File: config.mk
export PLATFORM = sky130hd
export DESIGN_NAME = pipe_chain
export DESIGN_NICKNAME = d
export VERILOG_FILES = /design/src/rtl/pipe_chain.sv
export SDC_FILE = /design/constraint.sdc
export NUM_CORES = 1
export LEC_CHECK = 0
export ABC_AREA = 1
export BUFFER_PORTS_ARGS = -buffer_cell sky130_fd_sc_hd__buf_4
export CAP_MARGIN = 10
export CORE_ASPECT_RATIO = 0.9
export CORE_MARGIN = 2
export CORE_UTILIZATION = 58
export CTS_BUF_LIST = sky130_fd_sc_hd__clkbuf_8
export DETAILED_ROUTE_END_ITERATION = 10
export GPL_TIMING_DRIVEN = 1
export HOLD_SLACK_MARGIN = 0.12
export MAX_ROUTING_LAYER = met4
export PLACE_DENSITY = 0.95
export SYNTH_ARGS = -nofsm -noshare
export SYNTH_HDL_FRONTEND = slang
export SYNTH_SLANG_ARGS = --single-unit
File: constraint.sdc
create_clock -name clk -period 5.1 [get_ports clk]
set_input_delay 1.275 -clock clk [delete_from_list [all_inputs] [get_ports clk]]
set_output_delay 1.275 -clock clk [all_outputs]
set_load 0.02 [all_outputs]
File: src/rtl/pipe_chain.sv
// Elastic register chain with valid/ready handshake, flush and freeze.
// Bubbles collapse toward the output; full chain streams one word per cycle.

module pipe_stage #(
    parameter int               WIDTH = 32,
    parameter logic [WIDTH-1:0] INIT  = '0
) (
    input  logic             clk,
    input  logic             reset,
    input  logic             flush,
    input  logic             adv,
    input  logic             up_valid,
    input  logic [WIDTH-1:0] up_data,
    output logic             valid,
    output logic [WIDTH-1:0] data
);

    always_ff @(posedge clk or posedge reset) begin
        if (reset) begin
            valid <= 1'b0;
            data  <= INIT;
        end else if (flush) begin
            valid <= 1'b0;
        end else if (adv) begin
            valid <= up_valid;
            // Data only moves with a real word so bubbles never clobber it.
            if (up_valid) begin
                data <= up_data;
            end
        end
    end

endmodule

module pipe_chain #(
    parameter int               WIDTH = 32,
    parameter int               DEPTH = 2,
    parameter logic [WIDTH-1:0] INIT  = '0
) (
    input  logic                       clk,
    input  logic                       reset,
    input  logic                       enable,
    input  logic                       flush,
    input  logic                       in_valid,
    input  logic [WIDTH-1:0]           in_data,
    output logic                       in_ready,
    output logic                       out_valid,
    output logic [WIDTH-1:0]           out_data,
    input  logic                       out_ready,
    output logic [$clog2(DEPTH+1)-1:0] occupancy
);

    localparam int OW = $clog2(DEPTH+1);

    logic [DEPTH-1:0] v;
    logic [WIDTH-1:0] d [DEPTH];
    logic [DEPTH-1:0] adv;
    logic             go;
    logic             room;
    logic [OW-1:0]    occ;

    assign go = enable & ~flush;

    // Walk from the output back so each stage sees its successor's advance.
    always_comb begin
        adv  = '0;
        room = out_ready;
        for (int i = DEPTH - 1; i >= 0; i--) begin
            adv[i] = go & (~v[i] | room);
            room   = adv[i];
        end
    end

    always_comb begin
        occ = '0;
        for (int i = 0; i < DEPTH; i++) begin
            occ = occ + OW'(v[i]);
        end
    end

    for (genvar i = 0; i < DEPTH; i++) begin : g_stage
        logic             up_v;
        logic [WIDTH-1:0] up_d;

        if (i == 0) begin : g_head
            assign up_v = in_valid;
            assign up_d = in_data;
        end else begin : g_body
            assign up_v = v[i-1];
            assign up_d = d[i-1];
        end

        pipe_stage #(
            .WIDTH (WIDTH),
            .INIT  (INIT)
        ) u_stage (
            .clk      (clk),
            .reset    (reset),
            .flush    (flush),
            .adv      (adv[i]),
            .up_valid (up_v),
            .up_data  (up_d),
            .valid    (v[i]),
            .data     (d[i])
        );
    end

    assign in_ready  = adv[0];
    assign out_valid = v[DEPTH-1] & go;
    assign out_data  = d[DEPTH-1];
    assign occupancy = occ;

endmodule

==> results of run 1 <==
registers in the layout (all words and copies together), names as in the netlist:
| signal | cells |
|---|---|
| g_stage.u_stage.data | 64 |
| g_stage.u_stage.valid | 2 |
cells in the final DEF (no fill, tap or decap), drive strengths merged:
master and n:
nand2 134, ha 1, nor2 2, buf 76
clkinv 1, inv 6, dfrtp 66, nand4 64
nand3 5, clkbuf 14
worst max path at each step:
stage	startpoint	to	slack, ns	cells after the start
6_report	out_ready	in_ready	1.65	6
5_1_grt	out_ready	in_ready	1.55	6
4_1_cts	out_ready	in_ready	1.64	6
3_5_place_dp	out_ready	in_ready	1.63	6
3_3_place_gp	out_ready	in_ready	1.68	6
2_1_floorplan	enable	in_ready	1.92	6
power breakdown:
group          internal, mW  switching [mW]  leakage (nW)  total (mW)
sequential            0.634          0.0635         0.843       0.697
combinational         0.151           0.215         0.978       0.366
clock                 0.241           0.181         0.110       0.422
worst min-delay path: cells and delay by family (launching register included):
family	cells	cell delay [ns]
flip-flops	1	0.34
AND/OR/NAND/NOR	2	0.11
stage by stage:
stage	cells	setup slack (ns)
after floorplan	304	1.92
after global placement	418	1.68
after detailed placement	418	1.63
after CTS	434	1.64
after global routing	434	1.55
final	434	1.65
kinds of logic (layout without fill, tap and decap cells):
group                      Yosys count  in the layout  share of synthesized area
and+or+nand+nor                    205            205                      0.344
adders and majority gates            1              1                    0.00445
DFF                                 66             66                      0.587
buffers and inverters               32             97                     0.0636
per-layer routing:
layer / routed length, um / share of wire
met1: 2460 / 0.39
met2: 3220 / 0.51
met3: 567 / 0.090
met4: 62 / 0.0098
met5: 0 / 0
final cells by class:
| class | count | area share |
|---|---|---|
| clock inverters | 2 | 0.00250 |
| multi-input cells | 206 | 0.280 |
| repair buffers | 76 | 0.163 |
| inverters | 5 | 0.00536 |
| clock buffers | 14 | 0.0550 |
| flip-flops and latches | 66 | 0.471 |
| well taps | 65 | 0.0232 |
==> metrics.csv, run 1 <==
metric;value;unit
share of cells above drive strength 1;0.266;
delay-heaviest family, CP;simple AND/OR/NAND/NOR gates;
Power Total;1.48;mW
CP required;3.83;ns
routed via count;2413;
Synth area leader;dfrtp_1;
first-pass GRT wire length;10600;um
Fillers;393;
max frequency;290;MHz
power per cell area;424;nW/um^2
crit path launch type;input pin;
area of the multi-input gates;981;um^2
met1 GRT Util;0.321;
Hold Vio Cnt, Final;0;
DPL Wire Length;3950;um
GR Layer Usage met3;0.0711;
setup TNS;0;ns
slowest CP cell;nand3_4;
ys async rst share;1.00;
worst reg2reg path depth;4;
YS warnings;0;
post-route ant nets;0;
hold path cells;2;
most numerous cell in the Yosys netlist;nand2_1;
Starting Density;0.593;
I/O pins;74;
ranking of synthesized cells by area;dfrtp_1 (59%), nand2_1 (18%), nand4_1 (14%);
Seq/Total Area, Yosys;0.587;
Crit path buffers/inverters;4;
area grow syn2layout;24.7;%
Hold Path End;g_stage[1].u_stage.data[11];
Syn Nets;343;
Via density;5.56;
Synth Register Bits;66;
DRT iter0 DRCs;218;
Max-Slew Margin vs Limit;0.549;
Worst Path Arrival;2.18;ns
Synth Instances;304;
CTS tree;done;
WL per Instance;14.5;um
unrepaired setup endpoints after global routing;no;
Clk Latency, worst-skew pair;0.33;ns
drc violations;0;
nature of the critical path endpoint;primary output;
worst reg-to-reg setup slack;2.93;ns
Clock Sinks;66;
Die W;77.4;um
post-place instance area;3300;um^2
Critical Path, Cell by Cell;buf_4 > inv_1 > nand3_4 > nand2_1 > inv_1 > buf_4;
overall routing resource usage;0.258;
min-delay src;g_stage[1].u_stage.data[11];
crit path max fanout;34;
Hold-fix buffers, CTS;0;
M2 GR Usage;0.422;
reg2reg end;g_stage[1].u_stage.data[1];
setup violators final;0;
CTS buffer count;9;
Cell Rows;24;
remaining global-route overflow;0;
Leak;1.93;nW
Max Slew Vio Count;0;
VDD IR max;317;uV
max incr delay on CP;0.32;ns
antenna violations before repair;0;
# nets final;403;
prevailing post-synth register cell;dfrtp_1;
post-CTS setup buffer count;0;
Clock Skew;0.00518;ns
# port buffers;73;
Yosys cell types;17;
Critical R2R Launch;g_stage[1].u_stage.valid;
Hold WC Path Type;flip-flop to flip-flop;
Reg clk slew, reported paths;0.06;ns
fin crit share;0.677;
syn_area_per_cell;9.25;um^2
gpl congestion;0.761;
DRT Wirelength;6310;um
post-layout util;0.739;
n_diodes;0;
core box area;4740;um^2
DR pass1 iterations;4;
vias in the first global route;2331;
CTS H-tree lvls;3;
CTS Buffer Depth;2;
worst hold slack;0.473;ns
Max Cap Viol;0;
Slew @ Worst Pin;0.676;ns
clock root buffer;clkbuf_8;
largest net degree at the start of global routing;68;
Die ar.;5420;um^2
layer with the highest usage;met2;
die extent in y;70.1;um
most frequent cells after synthesis;nand2_1 (133), dfrtp_1 (66), nand4_1 (64), buf_2 (11), buf_4 (10);
outcome;completed;
Post-synth EDFFs;0;
Final Critical Period;3.45;ns
Storage cell area;1650;um^2
share of the synthesized area in the top cell type;0.587;
CP Class;input pin to primary output;
post_cts resized;0;
Synth Cell Area;2810;um^2
final instance area;3500;um^2
Note: power is estimated with default switching activity, not from simulation.
==> inputs of run 2 (changes only) <==
- CORE_UTILIZATION: 58 -> 49
- PLACE_DENSITY: 0.95 -> 0.86
- clock period: 5.1 -> 2.83 ns (I/O delays scaled with it)
==> metrics.csv, run 2 (same netlist as run 1, synthesis figures left out) <==
metric;value;unit;change
# nets final;406;;+0.74%
overall routing resource usage;0.221;;-0.0372
Max Slew Vio Count;0;;unchanged
nature of the critical path endpoint;primary output;;
crit path max fanout;16;;-53%
Clk Latency, worst-skew pair;0.34;ns;about the same
crit path launch type;input pin;;
area grow syn2layout;27.9;%;
Fillers;501;;+27%
n_diodes;0;;unchanged
CTS buffer count;9;;unchanged
vias in the first global route;2257;;-3.2%
remaining global-route overflow;0;;unchanged
power per cell area;807;nW/um^2;+91%
Final Critical Period;2.15;ns;
max frequency;466;MHz;
Hold-fix buffers, CTS;0;;unchanged
DR pass1 iterations;4;;unchanged
Reg clk slew, reported paths;0.07;ns;about the same
Storage cell area;1650;um^2;unchanged
most used cell, CP;buf_4;;
fin crit share;0.758;;
Most flops, register;g_stage.u_stage.data;;
unrepaired setup endpoints after global routing;no;;
clock root buffer;clkbuf_8;;
core box area;5600;um^2;+18%
Die ar.;6360;um^2;+17%
Crit path buffers/inverters;3;;-1
max reg flops;64;;unchanged
Worst Path Arrival;1.44;ns;-0.74 ns
slowest CP cell;nor2_4;;
leading registers by flop count;g_stage.u_stage.data x64, g_stage.u_stage.valid x2;;
setup violators final;0;;unchanged
antenna violations before repair;0;;unchanged
outcome;completed;;
WL per Instance;14.5;um;-0.57%
die extent in y;75.9;um;+8.3%
DRT Wirelength;6390;um;+1.3%
post_cts resized;0;;unchanged
Max Cap Viol;0;;unchanged
Starting Density;0.502;;-0.0901
max incr delay on CP;0.32;ns;about the same
most common cell after layout, fill and taps aside;nand2_1;;
gpl congestion;0.755;;-0.68%
post-CTS setup buffer count;0;;unchanged
DPL Wire Length;4190;um;+5.9%
VDD IR max;406;uV;+28%
DRT iter0 DRCs;158;;-28%
first-pass GRT wire length;10400;um;-1.3%
Hold Vio Cnt, Final;0;;unchanged
post-route ant nets;0;;unchanged
CP required;2.12;ns;-1.71 ns
drc violations;0;;unchanged
Die W;83.8;um;+8.3%
Clock Sinks;66;;unchanged
area of the multi-input gates;981;um^2;unchanged
Via density;5.29;;-4.9%
# port buffers;73;;unchanged
worst reg2reg path depth;5;;+1
I/O pins;74;;unchanged
setup TNS;0;ns;unchanged
Slew @ Worst Pin;0.657;ns;-0.0190 ns
reg2reg end;g_stage[0].u_stage.data[15];;
worst reg-to-reg setup slack;0.92;ns;-2.01 ns
Max-Slew Margin vs Limit;0.562;;+0.0127
post-layout util;0.643;;-0.0960
WP depth;5;;-1
CTS H-tree lvls;3;;unchanged
delay-heaviest family, CP;simple AND/OR/NAND/NOR gates;;
CTS tree;done;;
Clock Skew;0.00822;ns;+0.00304 ns
CP Class;input pin to primary output;;
commonest non-fill, non-tap cells in the layout;nand2_1 (133), buf_4 (78), dfrtp_1 (66);;
Cell Rows;26;;+8.3%
Critical Path, Cell by Cell;buf_4 > nor2_4 > nand2_1 > inv_1 > buf_4;;
largest net degree at the start of global routing;54;;-21%
routed via count;2338;;-3.1%
share of cells above drive strength 1;0.274;;+0.00861
CTS Buffer Depth;2;;unchanged
Critical R2R Launch;g_stage[1].u_stage.valid;;
Leak;1.97;nW;+1.9%
Hold WC Path Type;input pin to asynchronous set/reset pin;;
run 2: worst max path at each step:
stage | start | endpoint | slack [ns]
final | flush | in_ready | 0.68
after global routing | flush | in_ready | 0.60
after CTS | flush | in_ready | 0.68
after detailed placement | out_ready | g_stage[0].u_stage.data[15] | 0.59
after global placement | flush | g_stage[1].u_stage.data[27] | 0.65
after floorplan | reset | g_stage[0].u_stage.data[0] | 0.47
run 2: per-layer routing:
layer  track usage  part of all wire  up-vias
li1              -                 -     1155
met1         0.269              0.43     1106
met2         0.360              0.50       67
met3        0.0358             0.054       10
met4         0.124             0.020        0
met5             -                 0        -
run 2: final cells by class:
cell class	count	area share
inverters	5	0.00522
multi-input cells	206	0.273
flip-flops and latches	66	0.459
clock buffers	11	0.0421
clock inverters	5	0.0278
repair buffers	79	0.168
well taps	70	0.0244
run 2: power breakdown:
group | internal [mW] | switching (mW) | total, mW
clock | 0.630 | 0.358 | 0.989
sequential | 1.14 | 0.114 | 1.25
combinational | 0.276 | 0.383 | 0.658
total | 2.05 | 0.855 | 2.90
run 2: per-stage QoR:
stage,setup slack [ns],instances,power [mW],cell area [um^2],hold WS [ns]
2_1_floorplan,0.468,304,1.63,2810,0.442
3_3_place_gp,0.654,426,1.91,3340,0.455
3_5_place_dp,0.589,426,1.94,3340,0.459
4_1_cts,0.680,442,2.92,3600,0.431
5_1_grt,0.603,442,3.04,3600,0.470
6_report,0.685,442,2.90,3600,0.423
run 2: worst reg2reg max path, cell delays in order (launching register included):
cell,delay [ns]
dfrtp_1,0.47
nand3_4,0.13
buf_4,0.32
nand3_2,0.58
nand2_1,0.23
nand2_1,0.07
==> inputs of run 3 (changes only) <==
- CORE_UTILIZATION: 49 -> 54
- PLACE_DENSITY: 0.86 -> 0.89
- clock period: 2.83 -> 2 ns (I/O delays scaled with it)
==> metrics.csv, run 3 (same netlist as run 1, synthesis figures left out) <==
metric;value;unit;change
worst reg-to-reg setup slack;0.47;ns;-0.45 ns
max frequency;563;MHz;
Hold-fix buffers, CTS;0;;unchanged
Final Critical Period;1.78;ns;
drc violations;0;;unchanged
die extent in y;72.5;um;-4.5%
commonest non-fill, non-tap cells in the layout;nand2_1 (133), buf_4 (86), dfrtp_1 (66);;
CP Class;flip-flop to primary output;;
# nets final;414;;+2.0%
Leak;1.98;nW;+0.87%
worst reg2reg path depth;6;;+1
n_diodes;0;;unchanged
Clock Sinks;66;;unchanged
overall routing resource usage;0.255;;+0.0344
antenna violations before repair;0;;unchanged
I/O pins;74;;unchanged
Die W;80.1;um;-4.5%
setup TNS;0;ns;unchanged
Max Slew Vio Count;0;;unchanged
slowest CP cell;dfrtp_1;;
DRT Wirelength;6530;um;+2.2%
Hold Vio Cnt, Final;0;;unchanged
max incr delay on CP;0.50;ns;+0.18 ns
Clock Skew;0.00670;ns;-0.00152 ns
largest net degree at the start of global routing;53;;-1.9%
unrepaired setup endpoints after global routing;no;;
reg2reg end;g_stage[0].u_stage.data[16];;
# port buffers;73;;unchanged
share of cells above drive strength 1;0.286;;+0.0115
Worst Path Arrival;1.28;ns;-0.16 ns
Max-Slew Margin vs Limit;0.603;;+0.0410
Hold WC Path Type;input pin to asynchronous set/reset pin;;
outcome;completed;;
clock root buffer;clkbuf_8;;
max reg flops;64;;unchanged
nature of the critical path endpoint;primary output;;
Max Cap Viol;0;;unchanged
Critical R2R Launch;g_stage[1].u_stage.valid;;
fin crit share;0.888;;
post-route ant nets;0;;unchanged
Via density;5.59;;+5.6%
Cell Rows;24;;-7.7%
CTS H-tree lvls;3;;unchanged
Clk Latency, worst-skew pair;0.34;ns;about the same
remaining global-route overflow;0;;unchanged
routed via count;2475;;+5.9%
CTS Buffer Depth;2;;unchanged
CTS buffer count;9;;unchanged
Critical Path, Cell by Cell;ha_1 > buf_4;;
setup violators final;0;;unchanged
CTS tree;done;;
most common cell after layout, fill and taps aside;nand2_1;;
worst hold slack;0.230;ns;-0.193 ns
WL per Instance;14.7;um;+1.9%
Reg clk slew, reported paths;0.06;ns;about the same
core box area;4920;um^2;-12%
crit path max fanout;5;;-11
Starting Density;0.571;;+0.0684
power per cell area;1100;nW/um^2;+36%
Most flops, register;g_stage.u_stage.data;;
VDD IR max;613;uV;+51%
post_cts resized;0;;unchanged
Die ar.;5800;um^2;-8.8%
vias in the first global route;2459;;+8.9%
CP required;1.50;ns;-0.62 ns
post-CTS setup buffer count;0;;unchanged
DPL Wire Length;4550;um;+8.7%
DR pass1 iterations;6;;+2
DRT iter0 DRCs;203;;+28%
first-pass GRT wire length;11000;um;+5.6%
Slew @ Worst Pin;0.595;ns;-0.0621 ns
leading registers by flop count;g_stage.u_stage.data x64, g_stage.u_stage.valid x2;;
crit path launch type;flip-flop;;
gpl congestion;0.788;;+4.3%
area grow syn2layout;29.0;%;
-- run 3: cell types whose count changed in the layout (fill, tap and decap cells not counted), sizes merged --
cell      delta
clkinvlp     +1
buf          +8
bufinv       -1
clkinv       -2
clkbuf       +1
inv          -1
-- run 3: cell type report --
class                   count  area [um^2]
repair buffers             87          666
clock buffers              12          165
fillers                   377         1300
multi-input cells         206          981
inverters                   5         22.5
clock inverters             2         60.1
well taps                  65         81.3
flip-flops and latches     66         1650
-- run 3: critical path, delay by kind of cell (launching register included) --
| family | cells | cell delay, ns |
|---|---|---|
| flops | 1 | 0.50 |
| fa+ha+maj | 1 | 0.29 |
| buf+inv | 1 | 0.16 |
-- run 3: worst max path at each step --
stage / startpoint / to / slack, ns / cells after the start
after global routing: g_stage[1].u_stage.valid / occupancy[0] / 0.18 / 2
after detailed placement: flush / g_stage[0].u_stage.valid / 0.32 / 6
after floorplan: enable / in_ready / 0.37 / 6
final: g_stage[1].u_stage.valid / occupancy[0] / 0.22 / 2
after CTS: g_stage[1].u_stage.valid / occupancy[0] / 0.22 / 2
after global placement: flush / g_stage[0].u_stage.valid / 0.38 / 6
-- run 3: power by group --
group,internal (mW),switching [mW],total [mW]
sequential,1.62,0.163,1.78
clock,0.791,0.471,1.26
combinational,0.399,0.547,0.946
-- run 3: metal layers --
layer,wire [um],track usage,vias up
li1,-,-,1167
met1,2710,0.321,1190
met2,3300,0.409,104
met3,393,0.0423,14
met4,125,0.115,0
met5,0,-,-
-- run 3: stage by stage --
step | total power, mW | util | setup slack (ns) | area (um^2) | instances
floorplan | 2.30 | - | 0.371 | 2820 | 304
detailed placement | 2.75 | 0.691 | 0.320 | 3400 | 429
finish | 3.99 | 0.737 | 0.225 | 3630 | 443
CTS | 4.01 | 0.737 | 0.215 | 3630 | 443
global route | 4.18 | 0.737 | 0.179 | 3630 | 443
global placement | 2.71 | 0.691 | 0.381 | 3400 | 429
